===== src/rtl/rect_draw_arbiter.sv =====
// Round-robin scheduler sharing one rectangle-fill engine among NUM_REQ UI clients.
// A job is latched on grant, the engine is started and watched, then completion is reported back.
module rect_draw_arbiter #(
  parameter int          NUM_REQ = 4,
  parameter int          X_W     = 10,
  parameter int          Y_W     = 9,
  parameter int          DIM_W   = 10,
  parameter int          COL_W   = 3,
  parameter logic [19:0] TIMEOUT = 20'd400000
) (
  input  logic                       clk,
  input  logic                       resetn,
  input  logic [NUM_REQ-1:0]         req,
  input  logic [NUM_REQ*X_W-1:0]     req_x,
  input  logic [NUM_REQ*Y_W-1:0]     req_y,
  input  logic [NUM_REQ*DIM_W-1:0]   req_w,
  input  logic [NUM_REQ*DIM_W-1:0]   req_h,
  input  logic [NUM_REQ*COL_W-1:0]   req_colour,
  output logic [NUM_REQ-1:0]         ack,
  output logic [NUM_REQ-1:0]         cmp,
  output logic                       err,
  output logic                       eng_start,
  output logic [X_W-1:0]             eng_x,
  output logic [Y_W-1:0]             eng_y,
  output logic [DIM_W-1:0]           eng_w,
  output logic [DIM_W-1:0]           eng_h,
  output logic [COL_W-1:0]           eng_colour,
  input  logic                       eng_done,
  output logic                       busy,
  output logic [2:0]                 cur_id
);

  // state  | meaning
  // IDLE   | no job; grant the next requester round-robin from ptr
  // START  | ack the client; pulse eng_start unless the job is empty
  // WAIT   | engine running; watch eng_done and the watchdog
  // RETIRE | pulse cmp (and err if aborted); advance ptr past this client
  typedef enum logic [1:0] {
    S_IDLE   = 2'd0,
    S_START  = 2'd1,
    S_WAIT   = 2'd2,
    S_RETIRE = 2'd3
  } state_t;

  state_t state, state_nxt;

  logic [2:0]         ptr;
  logic [19:0]        wd_cnt;
  logic               abort;

  logic [NUM_REQ-1:0] hi_mask;
  logic [NUM_REQ-1:0] req_hi;
  logic               gnt_vld;
  logic [2:0]         gnt_id;
  logic [X_W-1:0]     sel_x;
  logic [Y_W-1:0]     sel_y;
  logic [DIM_W-1:0]   sel_w;
  logic [DIM_W-1:0]   sel_h;
  logic [COL_W-1:0]   sel_colour;

  logic               empty_job;
  logic               tmo_hit;

  // Requests at or above ptr win first; otherwise wrap to the lowest set bit.
  always_comb begin
    hi_mask    = '0;
    gnt_vld    = |req;
    gnt_id     = '0;
    sel_x      = '0;
    sel_y      = '0;
    sel_w      = '0;
    sel_h      = '0;
    sel_colour = '0;
    for (int i = 0; i < NUM_REQ; i++) begin
      hi_mask[i] = (3'(i) >= ptr);
    end
    req_hi = req & hi_mask;
    for (int i = NUM_REQ - 1; i >= 0; i--) begin
      if (req[i]) gnt_id = 3'(i);
    end
    for (int i = NUM_REQ - 1; i >= 0; i--) begin
      if (req_hi[i]) gnt_id = 3'(i);
    end
    for (int i = 0; i < NUM_REQ; i++) begin
      if (gnt_id == 3'(i)) begin
        sel_x      = req_x[i*X_W +: X_W];
        sel_y      = req_y[i*Y_W +: Y_W];
        sel_w      = req_w[i*DIM_W +: DIM_W];
        sel_h      = req_h[i*DIM_W +: DIM_W];
        sel_colour = req_colour[i*COL_W +: COL_W];
      end
    end
  end

  assign empty_job = (eng_w == '0) || (eng_h == '0);
  // Fires on the WAIT cycle whose increment brings the count to TIMEOUT-1.
  assign tmo_hit   = (TIMEOUT != 20'd0) && (({1'b0, wd_cnt} + 21'd2) >= {1'b0, TIMEOUT});

  always_comb begin
    state_nxt = state;
    ack       = '0;
    cmp       = '0;
    err       = 1'b0;
    eng_start = 1'b0;
    busy      = (state != S_IDLE);
    case (state)
      S_IDLE: begin
        if (gnt_vld) state_nxt = S_START;
      end
      S_START: begin
        for (int i = 0; i < NUM_REQ; i++) begin
          ack[i] = (cur_id == 3'(i));
        end
        if (empty_job) begin
          state_nxt = S_RETIRE;
        end else begin
          eng_start = 1'b1;
          state_nxt = S_WAIT;
        end
      end
      S_WAIT: begin
        if (eng_done || tmo_hit) state_nxt = S_RETIRE;
      end
      S_RETIRE: begin
        for (int i = 0; i < NUM_REQ; i++) begin
          cmp[i] = (cur_id == 3'(i));
        end
        err       = abort;
        state_nxt = S_IDLE;
      end
      default: state_nxt = S_IDLE;
    endcase
  end

  always_ff @(posedge clk) begin
    if (!resetn) begin
      state      <= S_IDLE;
      ptr        <= '0;
      cur_id     <= '0;
      wd_cnt     <= '0;
      abort      <= 1'b0;
      eng_x      <= '0;
      eng_y      <= '0;
      eng_w      <= '0;
      eng_h      <= '0;
      eng_colour <= '0;
    end else begin
      state <= state_nxt;
      case (state)
        S_IDLE: begin
          if (gnt_vld) begin
            cur_id     <= gnt_id;
            eng_x      <= sel_x;
            eng_y      <= sel_y;
            eng_w      <= sel_w;
            eng_h      <= sel_h;
            eng_colour <= sel_colour;
          end
        end
        S_START: begin
          wd_cnt <= '0;
          abort  <= 1'b0;
        end
        S_WAIT: begin
          // A done arriving with the timeout counts as a normal finish.
          if (!eng_done) begin
            wd_cnt <= wd_cnt + 20'd1;
            if (tmo_hit) abort <= 1'b1;
          end
        end
        S_RETIRE: begin
          ptr   <= (({1'b0, cur_id} + 4'd1) == 4'(NUM_REQ)) ? 3'd0 : cur_id + 3'd1;
          abort <= 1'b0;
        end
        default: ;
      endcase
    end
  end

endmodule


===== config.mk =====
export PLATFORM = sky130hd
export DESIGN_NAME = rect_draw_arbiter
export DESIGN_NICKNAME = d
export VERILOG_FILES = /design/src/rtl/rect_draw_arbiter.sv
export SDC_FILE = /design/constraint.sdc
export NUM_CORES = 1
export LEC_CHECK = 0
export ABC_CLOCK_PERIOD_IN_PS = 2200
export BUFFER_PORTS_ARGS = -buffer_cell sky130_fd_sc_hd__buf_2
export CAP_MARGIN = 10
export CORE_ASPECT_RATIO = 1.75
export CORE_MARGIN = 4
export CORE_UTILIZATION = 25
export CTS_BUF_LIST = sky130_fd_sc_hd__clkbuf_8
export DETAILED_ROUTE_END_ITERATION = 7
export SYNTH_ARGS = -nofsm -noshare
export SYNTH_HDL_FRONTEND = slang
export SYNTH_SLANG_ARGS = --single-unit
export TNS_END_PERCENT = 20

===== constraint.sdc =====
create_clock -name clk -period 2.2 [get_ports clk]
set_input_delay 0 -clock clk [delete_from_list [all_inputs] [get_ports clk]]
set_output_delay 0 -clock clk [all_outputs]
set_load 0.005 [all_outputs]

==> qor.txt <==
status: finished, final reports clean
port bufs: 229
Initial Util: 25.62%
CTS buffer count: 9
HP Class: in -> reg
Core Area: 18,140 um2
global-route wire length before repair: 25,910 um
Setup WS pre-CTS: 0.1052 ns
area fraction of the dominant cell type after synthesis: 30.16%
FP Rows: 65
final number of setup-violating endpoints: 0
die height: 188.4 um
largest net degree at the start of global routing: 51
flops & latches, synth: 70
antenna-violating nets left: 0
Post-Place Cells: 1,079
grt ovf: 0
total power: 5.180 mW
sequential area share after synthesis: 30.16%
post-cts resize count: 0
number of global-route vias before repair: 5,296
Unique masters post-synth: 57
DR WL/cell: 14.99 um
Leakage: 2.906 nW
CP max stage delay: 0.41 ns
required time worst endpoint: 2.46 ns
Clock Latency Late Sink: 0.34 ns
fin cells: 1,095
Area contributors post-synth: dfxtp_1 (30%), nand3_1 (11%), o21ai_0 (10%), nand2_1 (8.7%), mux2_2 (8.2%)
fin util: 35.43%
Synth Instances: 630
Synth-to-Final Area Change: 38.26%
share of layout cells above drive strength 1: 39.26%
synth cell count leaders: nand2_1 (108), nand3_1 (100), o21ai_0 (95)
Setup CP Type: reg -> reg
gpl congestion: 0.8573
crit path capture type: flop
ys async rst share: 0%
leading area contributor after synthesis: dfxtp_1
pwr/cell area: 806.3 nW/um2
routed vias: 5,265
drt initial violations: 204
Startpoint Class: flop
WHS Path Cells: 5
post-CTS setup buffers: 0
Layout Nets: 1,042
root buffer cell: clkbuf_8
Post-Route Skew: 0.004906 ns
VDD IR max: 357.6 uV
vias per inst: 4.808
initial antenna violation count: 0
post-route minimum period: 2.084 ns
R2R depth: 8
Clock Sinks: 70
htree depth: 3
Crit-path slowest cell: dfxtp_1
count leader, synth: nand2_1
Final WS setup: 0.1160 ns
Slew HR: 58.41%
HPWL after detailed placement: 13,030 um
CTS tree: yes
Die Wd: 111.1 um
overall routing resource usage: 15.06%
fin crit share: 94.73%
DRT Wirelength: 16,420 um
drt first pass iters: 5
Max Clk Rate: 479.8 MHz
Post-Syn Area: 4647 um2
Slew Limit Fails: 0
clock transition at the registers of the reported paths: 0.07 ns
design area: 6425 um2
Avg Cell Area, Syn: 7.376 um2
drc violations: 0
Least-Margin Pin Slew: 0.6232 ns
full die area: 20,920 um2
syn nets: 816
synth warn: 0
# diodes: 0
Max-Cap Viols: 0
Final Hold Viols: 0
worst-path cell chain: ha_2 > and3_2 > nand3_1 > o21ai_1 > o31ai_2 > a32oi_2 > o221ai_2 > a211oi_2
ys flop type: dfxtp_1
Placed Area: 6210 um2
Hold-fix buffers, CTS: 0
CP arrival: 2.34 ns
Clock Path Buffers: 2
crit-path max FO: 7
RSZ-0062 raised after global routing: true
Ports: 231
EDFF count, synth: 0
[report_power, final]
part | leakage (nW) | internal (mW) | switching, mW | total (mW)
combinational | 2.22 | 0.992 | 1.33 | 2.32
clock | 0.110 | 0.576 | 0.490 | 1.07
sequential | 0.574 | 1.59 | 0.209 | 1.80
total | 2.91 | 3.16 | 2.02 | 5.18
[layout by cell type, fill, tap and decap left out, types with 5 or more instances in the layout]
cell | synthesis | routed
mux2_2 | 34 | 34
o21ai_0 | 95 | 94
nor2_1 | 24 | 23
buf_4 | 7 | 29
nand4_1 | 9 | 9
clkbuf_8 | 0 | 11
nand3_1 | 100 | 100
nor4_1 | 5 | 5
dfxtp_1 | 70 | 69
a21oi_1 | 15 | 15
mux2_1 | 8 | 8
buf_12 | 0 | 5
ha_1 | 11 | 10
xor2_1 | 5 | 5
and2_1 | 12 | 12
inv_1 | 12 | 13
buf_2 | 4 | 229
nand2_1 | 108 | 108
[state kept, by name (all words and copies together) (netlist names)]
| register | count |
|---|---|
| cur_id | 2 |
| eng_y | 9 |
| wd_cnt | 20 |
| eng_colour | 3 |
| state | 2 |
| eng_h | 10 |
| eng_w | 10 |
| eng_x | 10 |
| abort | 1 |
| ptr | 3 |
[critical path, delay by kind of cell (launching register included)]
kind / cells / cell delay (ns)
AOI/OAI and AO/OA: 5 / 0.98
DFF: 1 / 0.41
and+or+nand+nor: 2 / 0.34
adders and majority gates: 1 / 0.27
[area by class of cell]
cell class                      count  area (um2)
Sequential cell                    70        1403
Clock inverter                      5       48.80
Clock buffer                       11       151.4
Inverter                           12       45.04
Multi-Input combinational cell    499        3009
Timing Repair Buffer              264        1475
Tap cell                          234       292.8
Fill cell                        1962       11710
[metal layers]
metal | GRT usage [%] | part of all wire (%)
met1 | 15.94 | 38
met2 | 29.44 | 56
met3 | 2.828 | 4.2
met4 | 4.965 | 2.0
met5 | 0 | 0
[per-stage QoR]
step	setup TNS [ns]	hold slack (ns)
2_1_floorplan	0	0.2577
3_3_place_gp	0	0.3789
3_5_place_dp	0	0.3894
4_1_cts	0	0.009769
5_1_grt	-0.07705	0.04724
6_report	0	0.02624
[path summary, 6_finish.rpt]
check / from / slack (ns) / endpoint
setup / recovery: wd_cnt[1]$_SDFFE_PN0P_ / 0.12 / state[0]$_SDFFE_PN0P_
hold / removal: req_colour[6] / 0.03 / eng_colour[0]$_SDFFE_PN0P_
setup reg to reg: wd_cnt[1]$_SDFFE_PN0P_ / 0.12 / state[0]$_SDFFE_PN0P_
hold reg to reg: eng_x[0]$_SDFFE_PN0P_ / 0.47 / eng_x[0]$_SDFFE_PN0P_
[logic make-up after synthesis]
logic type               count (synthesis)  share of synthesized area [%]
flip-flops                              70                          30.16
multiplexers                            46                          11.04
AND/OR/NAND/NOR                        292                          30.61
AO/OA/AOI/OAI                          142                          18.17
buffers and inverters                   61                          5.654
other                                    1                        0.08070
adder cells (fa/ha/maj)                 11                          2.962
XOR/XNOR                                 7                          1.319
Note: power is estimated with default switching activity, not from simulation.
